===== src/rtl/hash_ctrl_if.sv =====
// Message-in / digest-out handshake bundle for hash_ctrl.
// master: byte producer + digest consumer; slave: the controller.
interface hash_ctrl_if;
  logic [7:0]      msg_byte;
  logic            msg_valid;
  logic            msg_last;
  logic            msg_ready;
  logic [3:0][7:0] digest;
  logic            digest_valid;
  logic            digest_ack;

  modport master (
    output msg_byte, msg_valid, msg_last, digest_ack,
    input  msg_ready, digest, digest_valid
  );

  modport slave (
    input  msg_byte, msg_valid, msg_last, digest_ack,
    output msg_ready, digest, digest_valid
  );
endinterface


===== src/rtl/hash_ctrl.sv =====
// Hash round controller: buffers 4-byte blocks, pads, sequences rounds.
// Ports: clk, reset (async low), msg (slave bus), state_o, h_blk, iv, h_round.
module hash_ctrl #(
  parameter int unsigned  NUM_ROUNDS = 4,
  parameter logic [31:0]  IV_INIT    = 32'h6A09_E667
) (
  input  logic            clk,
  input  logic            reset,
  hash_ctrl_if.slave      msg,
  output logic [2:0]      state_o,
  output logic [3:0][7:0] h_blk,
  output logic [3:0][7:0] iv,
  input  logic [3:0][7:0] h_round
);

  typedef enum logic [2:0] {
    IDLE, LOAD, SA, ROUND, FINAL, DONE
  } state_t;

  state_t          state_q, state_d;
  logic [3:0][7:0] blk_q, blk_d;
  logic [3:0][7:0] cv_q, cv_d;
  logic [3:0]      rnd_q, rnd_d;
  logic [1:0]      idx_q, idx_d;
  logic            last_q, last_d;
  logic            pad_q, pad_d;
  logic            acc;
  int              p;

  assign acc = msg.msg_valid & msg.msg_ready;

  always_comb begin
    state_d = state_q;
    blk_d   = blk_q;
    cv_d    = cv_q;
    rnd_d   = rnd_q;
    idx_d   = idx_q;
    last_d  = last_q;
    pad_d   = pad_q;
    p       = int'(idx_q);
    unique case (state_q)
      IDLE, LOAD: begin
        if (acc) begin
          // index 0 lives in the top byte
          blk_d[2'd3 - idx_q] = msg.msg_byte;
          if (msg.msg_last) begin
            state_d = SA;
            idx_d   = 2'd0;
            if (idx_q == 2'd3) begin
              // no room left: padding goes in an extra block
              pad_d = 1'b1;
            end else begin
              last_d = 1'b1;
              for (int i = 0; i < 4; i++) begin
                if (i == p + 1)
                  blk_d[2'(3 - i)] = 8'h80;
                else if (i > p + 1)
                  blk_d[2'(3 - i)] = 8'h00;
              end
            end
          end else if (idx_q == 2'd3) begin
            state_d = SA;
            idx_d   = 2'd0;
          end else begin
            state_d = LOAD;
            idx_d   = idx_q + 2'd1;
          end
        end
      end
      SA: begin
        state_d = ROUND;
        rnd_d   = 4'd0;
      end
      ROUND: begin
        rnd_d = rnd_q + 4'd1;
        if (rnd_q == 4'(NUM_ROUNDS - 1))
          state_d = FINAL;
      end
      FINAL: begin
        cv_d  = h_round;
        rnd_d = 4'd0;
        if (pad_q) begin
          pad_d   = 1'b0;
          blk_d   = 32'h8000_0000;
          last_d  = 1'b1;
          state_d = SA;
        end else if (last_q) begin
          state_d = DONE;
        end else begin
          idx_d   = 2'd0;
          state_d = LOAD;
        end
      end
      DONE: begin
        if (msg.digest_ack) begin
          cv_d    = IV_INIT;
          last_d  = 1'b0;
          idx_d   = 2'd0;
          state_d = IDLE;
        end
      end
      default: state_d = IDLE;
    endcase
  end

  always_ff @(posedge clk or negedge reset) begin
    if (!reset) begin
      state_q <= IDLE;
      blk_q   <= '0;
      cv_q    <= IV_INIT;
      rnd_q   <= 4'd0;
      idx_q   <= 2'd0;
      last_q  <= 1'b0;
      pad_q   <= 1'b0;
    end else begin
      state_q <= state_d;
      blk_q   <= blk_d;
      cv_q    <= cv_d;
      rnd_q   <= rnd_d;
      idx_q   <= idx_d;
      last_q  <= last_d;
      pad_q   <= pad_d;
    end
  end

  always_comb begin
    state_o = 3'b000;
    h_blk   = '0;
    unique case (state_q)
      SA: begin
        state_o = 3'b001;
        h_blk   = blk_q;
      end
      ROUND: begin
        state_o = 3'b010;
        h_blk   = h_round;
      end
      FINAL:   state_o = 3'b011;
      DONE:    state_o = 3'b100;
      default: state_o = 3'b000;
    endcase
  end

  // gated by reset so the port reads 0 while reset is held
  assign msg.msg_ready    = reset &
                            ((state_q == IDLE) || (state_q == LOAD));
  assign msg.digest_valid = (state_q == DONE);
  assign msg.digest       = (state_q == DONE) ? cv_q : '0;
  assign iv               = cv_q;

endmodule


===== src/flat_wrapper.sv =====
// flat-port wrapper written by rule: the top's interface ports become plain ports
module hash_ctrl_flat 
#(
  parameter int unsigned  NUM_ROUNDS = 4,
  parameter logic [31:0]  IV_INIT    = 32'h6A09_E667
)
  (clk, reset, state_o, h_blk, iv, h_round, msg_msg_byte, msg_msg_valid, msg_msg_last, msg_digest_ack, msg_msg_ready, msg_digest, msg_digest_valid);
  hash_ctrl_if msg_i ();
  input  logic clk;
  input  logic reset;
  output logic [2:0] state_o;
  output logic [3:0][7:0] h_blk;
  output logic [3:0][7:0] iv;
  input  logic [3:0][7:0] h_round;
  input wire logic [$bits(msg_i.msg_byte)-1:0] msg_msg_byte;
  input wire logic [$bits(msg_i.msg_valid)-1:0] msg_msg_valid;
  input wire logic [$bits(msg_i.msg_last)-1:0] msg_msg_last;
  input wire logic [$bits(msg_i.digest_ack)-1:0] msg_digest_ack;
  output wire logic [$bits(msg_i.msg_ready)-1:0] msg_msg_ready;
  output wire logic [$bits(msg_i.digest)-1:0] msg_digest;
  output wire logic [$bits(msg_i.digest_valid)-1:0] msg_digest_valid;
  assign msg_i.msg_byte = msg_msg_byte;
  assign msg_i.msg_valid = msg_msg_valid;
  assign msg_i.msg_last = msg_msg_last;
  assign msg_i.digest_ack = msg_digest_ack;
  assign msg_msg_ready = msg_i.msg_ready;
  assign msg_digest = msg_i.digest;
  assign msg_digest_valid = msg_i.digest_valid;
  hash_ctrl #(.NUM_ROUNDS(NUM_ROUNDS), .IV_INIT(IV_INIT)) u_core (.clk(clk), .reset(reset), .msg(msg_i), .state_o(state_o), .h_blk(h_blk), .iv(iv), .h_round(h_round));
endmodule

===== config.mk =====
export PLATFORM = sky130hd
export DESIGN_NAME = hash_ctrl_flat
export DESIGN_NICKNAME = d
export VERILOG_FILES = /design/src/rtl/hash_ctrl_if.sv /design/src/rtl/hash_ctrl.sv /design/src/flat_wrapper.sv
export SDC_FILE = /design/constraint.sdc
export NUM_CORES = 1
export LEC_CHECK = 0
export ABC_AREA = 1
export CAP_MARGIN = 20
export CORE_ASPECT_RATIO = 1.1
export CORE_MARGIN = 2
export CORE_UTILIZATION = 33
export DETAILED_ROUTE_END_ITERATION = 16
export GPL_TIMING_DRIVEN = 0
export PLACE_DENSITY_LB_ADDON = 0.3
export SYNTH_ARGS = -nofsm -noshare
export SYNTH_HDL_FRONTEND = slang
export SYNTH_SLANG_ARGS = --single-unit

===== constraint.sdc =====
create_clock -name clk -period 3.53 [get_ports clk]
set_clock_uncertainty 0.1 [all_clocks]
set_input_delay 0.706 -clock clk [delete_from_list [all_inputs] [get_ports clk]]
set_output_delay 0.706 -clock clk [all_outputs]
set_load 0.02 [all_outputs]

==> results of run 1 <==
power by group through the flow:
stage                     Combinational [W]  Clock (W)  Sequential [W]
after detailed placement            0.00242          0         0.00154
after floorplan                     0.00114          0         0.00174
final                               0.00241   0.000814         0.00153
after global placement              0.00237          0         0.00152
after global routing                0.00266   0.000857         0.00158
after CTS                           0.00243   0.000823         0.00152
metal layers:
layer | share of wire | wire length [microns]
met3 | 0.069 | 941
met5 | 0 | 0
met4 | 0.018 | 245
met1 | 0.40 | 5469
met2 | 0.51 | 6899
cell type report:
cell class | count | area share
Sequential cell | 75 | 0.3150
Multi-Input combinational cell | 366 | 0.2905
Timing Repair Buffer | 146 | 0.2456
Inverter | 78 | 0.04862
Clock buffer | 13 | 0.03989
Tap cell | 154 | 0.03200
Buffer | 31 | 0.02556
Clock inverter | 3 | 0.002909
state kept, by name, summed over array words and instances, names as in the netlist:
signal / flops
u_core.blk_q: 32
u_core.idx_q: 2
u_core.iv: 32
u_core.last_q: 1
u_core.pad_q: 1
u_core.rnd_q: 4
u_core.state_q: 3
stage by stage:
step	TNS [ps]	cell area, sq um	setup slack, ps	power [W]
2_1_floorplan	0	4093	1248	0.002872
3_3_place_gp	-128350	5737	-1857	0.003896
3_5_place_dp	0	5762	555.9	0.003953
4_1_cts	0	6020	158.2	0.004775
5_1_grt	0	6022	51.38	0.005095
6_report	0	6022	232.2	0.004753
path summary, 6_finish.rpt:
kind	from	to	slack, ps	depth (start not counted)
setup / recovery	u_core.state_q[2]	h_blk[6]	230	7
setup reg to reg	u_core.idx_q[0]	u_core.blk_q[6]	1660	7
min in group clk	u_core.blk_q[1]	u_core.blk_q[1]	370	2
max in group asynchronous	reset	u_core.iv[25]	2560	2
hold / removal	reset	u_core.state_q[0]	150	1
hold reg to reg	u_core.blk_q[1]	u_core.blk_q[1]	370	2
cells in the final DEF (no fill, tap or decap), types with 3 or more instances in the layout:
| cell | synthesis | routed |
|---|---|---|
| a21oi_1 | 12 | 12 |
| nor2_2 | 3 | 3 |
| o21ai_1 | 7 | 7 |
| o21ai_0 | 73 | 73 |
| clkdlybuf4s50_1 | 0 | 143 |
| nor2_1 | 54 | 54 |
| nand4_1 | 16 | 16 |
| inv_1 | 76 | 76 |
| nand2_1 | 117 | 117 |
| dfstp_2 | 16 | 16 |
| nand3_1 | 62 | 62 |
| buf_4 | 2 | 3 |
| o21ai_2 | 3 | 3 |
| clkbuf_1 | 13 | 17 |
| ha_1 | 6 | 6 |
| buf_2 | 11 | 11 |
| clkbuf_16 | 0 | 9 |
| dfrtp_1 | 59 | 59 |
cells by family after synthesis:
logic type	count (synthesis)
buffers and inverters	109
adders and majority gates	6
and+or+nand+nor	261
AOI/OAI and AO/OA	98
xor gates and xnor gates	1
DFF	75
worst max-delay path, delay by kind of cell (launching register included):
family / cells / cell delay, ps
AND/OR/NAND/NOR: 2 / 220
buffers and inverters: 5 / 1560
flip-flops: 1 / 360
==> flow_metrics.tcl, run 1 <==
set metrics [dict create \
    die_x_microns 110.2 \
    drv_slew 0 \
    cp_slowest_cell "clkdlybuf4s50_1" \
    fmax_mhz 303.2 \
    cp.required_ps 2720 \
    synthAdderAreaFrac 0.01834 \
    ys_warn_count 0 \
    period_share 0.9342 \
    min_path_type "in -> async" \
    dp_hpwl_mm 10.91 \
    muxShareOfSynthArea 0 \
    grt_pass1_vias 4178 \
    switching_share 0.4203 \
    seqCellArea_sq_mm 0.001897 \
    synth_top_area_frac 0.3607 \
    yosysSeqAreaShare 0.4635 \
    antenna_found_initial 0 \
    cts_hold_buf 0 \
    syn_nets 601 \
    netlist_area_sq_mm 0.004093 \
    synth_top_family_by_area "simple AND/OR/NAND/NOR gates" \
    period_minus_slack_ps 3298 \
    synthDistinctLibCells 30 \
    grt_overflow 0 \
    hold_ws_ps 145.5 \
    end_kind "primary output" \
    yosysMostFrequentCell "nand2_1" \
    async_flop_share 1.000 \
    leakagePower_nw 2.836 \
    path_cells "buf_4 -> inv_1 -> buf_2 -> buf_1 -> nand3_1 -> nand2_1 -> clkdlybuf4s50_1" \
    multi_input_area_sq_mm 0.001749 \
    synthCells 550 \
    grt_use_met2 0.3765 \
    via_per_inst 4.886 \
    clkLatencyLatePin_ps 330 \
    internal_power_w 0.002755 \
    stdcell_count 866 \
    clock_power_share 0.171 \
    die_y_microns 120.8 \
    ir_drop_v 0.0003128 \
    start_kind "flip-flop" \
    synth_edf_count 0 \
    grt_max_degree 62 \
    n_fill_cell 1194 \
    syn_area_per_cell_sq_um 7.441 \
    io_pins 146 \
    synth-xor-area-share 0.002140 \
    p_switching_w 0.001997 \
    port_buffers 145 \
    synth_seq_cells 75 \
    cts.sinks 75 \
    cts-root-buf "clkbuf_16" \
    rsz0062_at_grt "false" \
    outcome "complete, no violations" \
    globalplace.congestion 0.9007 \
    ys_top_cells_by_area "dfrtp_1 36%, nand2_1 11%, dfstp_2 10%" \
    layout.nets 758 \
    wire_per_inst_microns 15.65 \
    drc_errors 0 \
    synth-compound-area-share 0.1238 \
    diodes 0 \
    design.core.area_sq_mm 0.01209 \
    synth_flop_cell "dfrtp_1" \
    grt_pass1_wl_mm 21.30 \
    cts.repair.resized 0 \
    tritoncts "built" \
    drive_gt1_frac 0.08567 \
    numCtsBuffers 9 \
    use_met1 0.2462 \
    yosys.area_share.simple 0.2831 \
    grt_use_total 0.2097 \
    p_comb_frac 0.507 \
    power_density_mw_per_mm2 789.2 \
    die_area_sq_mm 0.01331 \
    clkTransAtPathRegs_ps 60 \
    drt-initial-drc-count 297 \
    start_util 0.3386 \
    final_util 0.4982 \
    grt.busiest_layer "met2" \
    num_rows 42 \
    cts.path.max_buffers 2 \
    met3_usage 0.04205 \
    drt_first_pass_iters 5 \
    pwr-share-seq 0.321 \
    postRouteAntennaNets 0 \
    cpPeakStageDelay_ps 650 \
    placedCellCount 850 \
    syn_to_final_growth_pct 47.14 \
    worstMarginPinSlew_ps 594.2 \
    yosys.area.top_type "dfrtp_1" \
    synthTopCellsByCount "117 x nand2_1, 76 x inv_1, 73 x o21ai_0" \
    cp.arrival_ps 2490 \
    cts_setup_buffers 0 \
    hold_viol 0 \
    via_count 4231 \
    cp_max_fo 10 \
    setup_violations 0 \
    wl_mm 13.56 \
    max_cap_violations 0 \
    path_class "reg -> out" \
    relSlewSlack 0.6039 \
    htree_levels 3 \
]
(Power assumes the default switching activity.)
==> run 2: changes to the inputs <==
--- a/config.mk
+++ b/config.mk
@@ -12,7 +12,7 @@
 export CORE_UTILIZATION = 33
 export DETAILED_ROUTE_END_ITERATION = 16
 export GPL_TIMING_DRIVEN = 0
-export PLACE_DENSITY_LB_ADDON = 0.3
+export PLACE_DENSITY_LB_ADDON = 0.08
 export SYNTH_ARGS = -nofsm -noshare
 export SYNTH_HDL_FRONTEND = slang
 export SYNTH_SLANG_ARGS = --single-unit
==> constraint.sdc (replaced) <==
create_clock -name clk -period 3.6 [get_ports clk]
set_clock_uncertainty 0.1 [all_clocks]
set_input_delay 0.72 -clock clk [delete_from_list [all_inputs] [get_ports clk]]
set_output_delay 0.72 -clock clk [all_outputs]
set_load 0.02 [all_outputs]
==> run 2 against run 1 <==
Net effect: die area is the same; critical path type unchanged; via count grew 0.73%; sequential power shrank 3%; non-clock buffer count is the same; largest power group unchanged; design area grew 1.1%; sequential share of layout area shrank 0.35 points; clock-buffer cell count shrank 2; setup slack gained 52 ps.
==> flow_metrics.tcl, run 2 (synthesis gave the netlist of run 1 again) <==
set metrics [dict create \
    outcome "complete, no violations" \
    clkLatencyLatePin_ps 340 \
    syn_to_final_growth_pct 48.79 \
    critPathBufInv 5 \
    ir_drop_v 0.0003294 \
    drv_slew 0 \
    final_cell_mix "144 x clkdlybuf4s50_1, 117 x nand2_1, 76 x inv_1" \
    end_kind "primary output" \
    design.core.area_sq_mm 0.01209 \
    leakagePower_nw 2.861 \
    diodes 0 \
    drt-initial-drc-count 240 \
    n_fill_cell 1272 \
    layout.nets 758 \
    cp_max_fo 10 \
    dp_hpwl_mm 11.28 \
    grt_pass1_wl_mm 22.07 \
    fmax_mhz 301.6 \
    placedCellCount 850 \
    path_cells "buf_4 -> inv_1 -> nand3_1 -> inv_2 -> buf_2 -> nand2_1 -> o21ai_1 -> clkdlybuf4s50_1" \
    num_rows 42 \
    via_count 4262 \
    wl_mm 14.16 \
    path_class "reg -> out" \
    wire_per_inst_microns 16.35 \
    die_x_microns 110.2 \
    min_path_type "in -> async" \
    layout_commonest_cell "clkdlybuf4s50_1" \
    via_per_inst 4.921 \
    drc_errors 0 \
    cp_slowest_cell "clkdlybuf4s50_1" \
    clkTransAtPathRegs_ps 60 \
    drt_first_pass_iters 5 \
    cpPeakStageDelay_ps 670 \
    finalPower_w 0.004857 \
    relSlewSlack 0.5635 \
    grt_max_degree 51 \
    globalplace.congestion 0.8740 \
    port_buffers 145 \
    antenna_found_initial 0 \
    stdcell_count 866 \
    crit_family "buffers and inverters" \
    cts.sinks 75 \
    htree_levels 3 \
    grt_overflow 0 \
    cts-root-buf "clkbuf_16" \
    grt_pass1_vias 4195 \
    hold_viol 0 \
    hold_ws_ps 208.7 \
    period_minus_slack_ps 3316 \
    cts_setup_buffers 0 \
    cts.path.max_buffers 2 \
    postRouteAntennaNets 0 \
    max_cap_violations 0 \
    cp_num_cells 8 \
    period_share 0.9211 \
    start_util 0.3386 \
    numCtsBuffers 9 \
    worstMarginPinSlew_ps 654.7 \
    power_density_mw_per_mm2 797.5 \
    rsz0062_at_grt "false" \
    cp.arrival_ps 2500 \
    final_util 0.5038 \
    drive_gt1_frac 0.09129 \
    rr_worst_depth 7 \
    die_area_sq_mm 0.01331 \
    setup_violations 0 \
    seqCellArea_sq_mm 0.001897 \
    start_kind "flip-flop" \
    cts.repair.resized 0 \
    die_y_microns 120.8 \
    grt_use_total 0.2173 \
    tritoncts "built" \
    cp.required_ps 2780 \
    cts_hold_buf 0 \
    multi_input_area_sq_mm 0.001749 \
    io_pins 146 \
]
run 2: changes by cell type in the layout (fill, tap and decap cells not counted), sizes merged:
cell,previous run,this run
clkinvlp,1,0
clkinv,2,3
bufinv,0,2
dlymetal6s2s,1,0
clkbuf,27,25
clkdlybuf4s50,143,144
run 2: worst reg2reg max path, stage by stage (launching register included):
cell      delay (ps)
dfrtp_1          420
ha_1             220
clkbuf_1         220
nor2_1           220
inv_1            100
o21ai_2          330
nand2_1          110
nand2_1           80
run 2: power by group:
group / switching, W / total (W) / internal, W / leakage [nW]
Sequential: 0.000206 / 0.00149 / 0.00128 / 0.914
Combinational: 0.00143 / 0.00238 / 0.000954 / 1.78
Clock: 0.000348 / 0.000988 / 0.000641 / 0.165
run 2: path summary, 6_finish.rpt:
path	slack [ps]	from	endpoint
worst max-delay path	280	u_core.state_q[2]	h_blk[29]
worst min-delay path	210	reset	u_core.iv[3]
worst max register to register	1730	u_core.idx_q[0]	u_core.blk_q[2]
worst min register to register	370	u_core.blk_q[20]	u_core.blk_q[20]
max in group asynchronous	2580	reset	u_core.iv[1]
min in group clk	370	u_core.blk_q[20]	u_core.blk_q[20]
run 2: cell type report:
type	instances	share of cell area
Clock inverter	5	0.01233
Inverter	78	0.04808
Clock buffer	11	0.04150
Multi-Input combinational cell	366	0.2872
Tap cell	154	0.03164
Sequential cell	75	0.3115
Timing Repair Buffer	146	0.2424
Buffer	31	0.02527
run 2: per-stage QoR:
| stage | area (sq um) | TNS, ps | setup WS [ps] |
|---|---|---|---|
| floorplan | 4093 | 0 | 1304 |
| global placement | 5737 | -134790 | -1921 |
| detailed placement | 5762 | 0 | 577.9 |
| CTS | 6090 | 0 | 234.9 |
| global route | 6090 | 0 | 91.15 |
| finish | 6090 | 0 | 284.1 |
run 2: per-layer routing:
| metal | part of all wire | global-route usage |
|---|---|---|
| met4 | 0.024 | 0.08438 |
| met5 | 0 | 0 |
| met2 | 0.48 | 0.3616 |
| met1 | 0.44 | 0.2832 |
| met3 | 0.061 | 0.03019 |
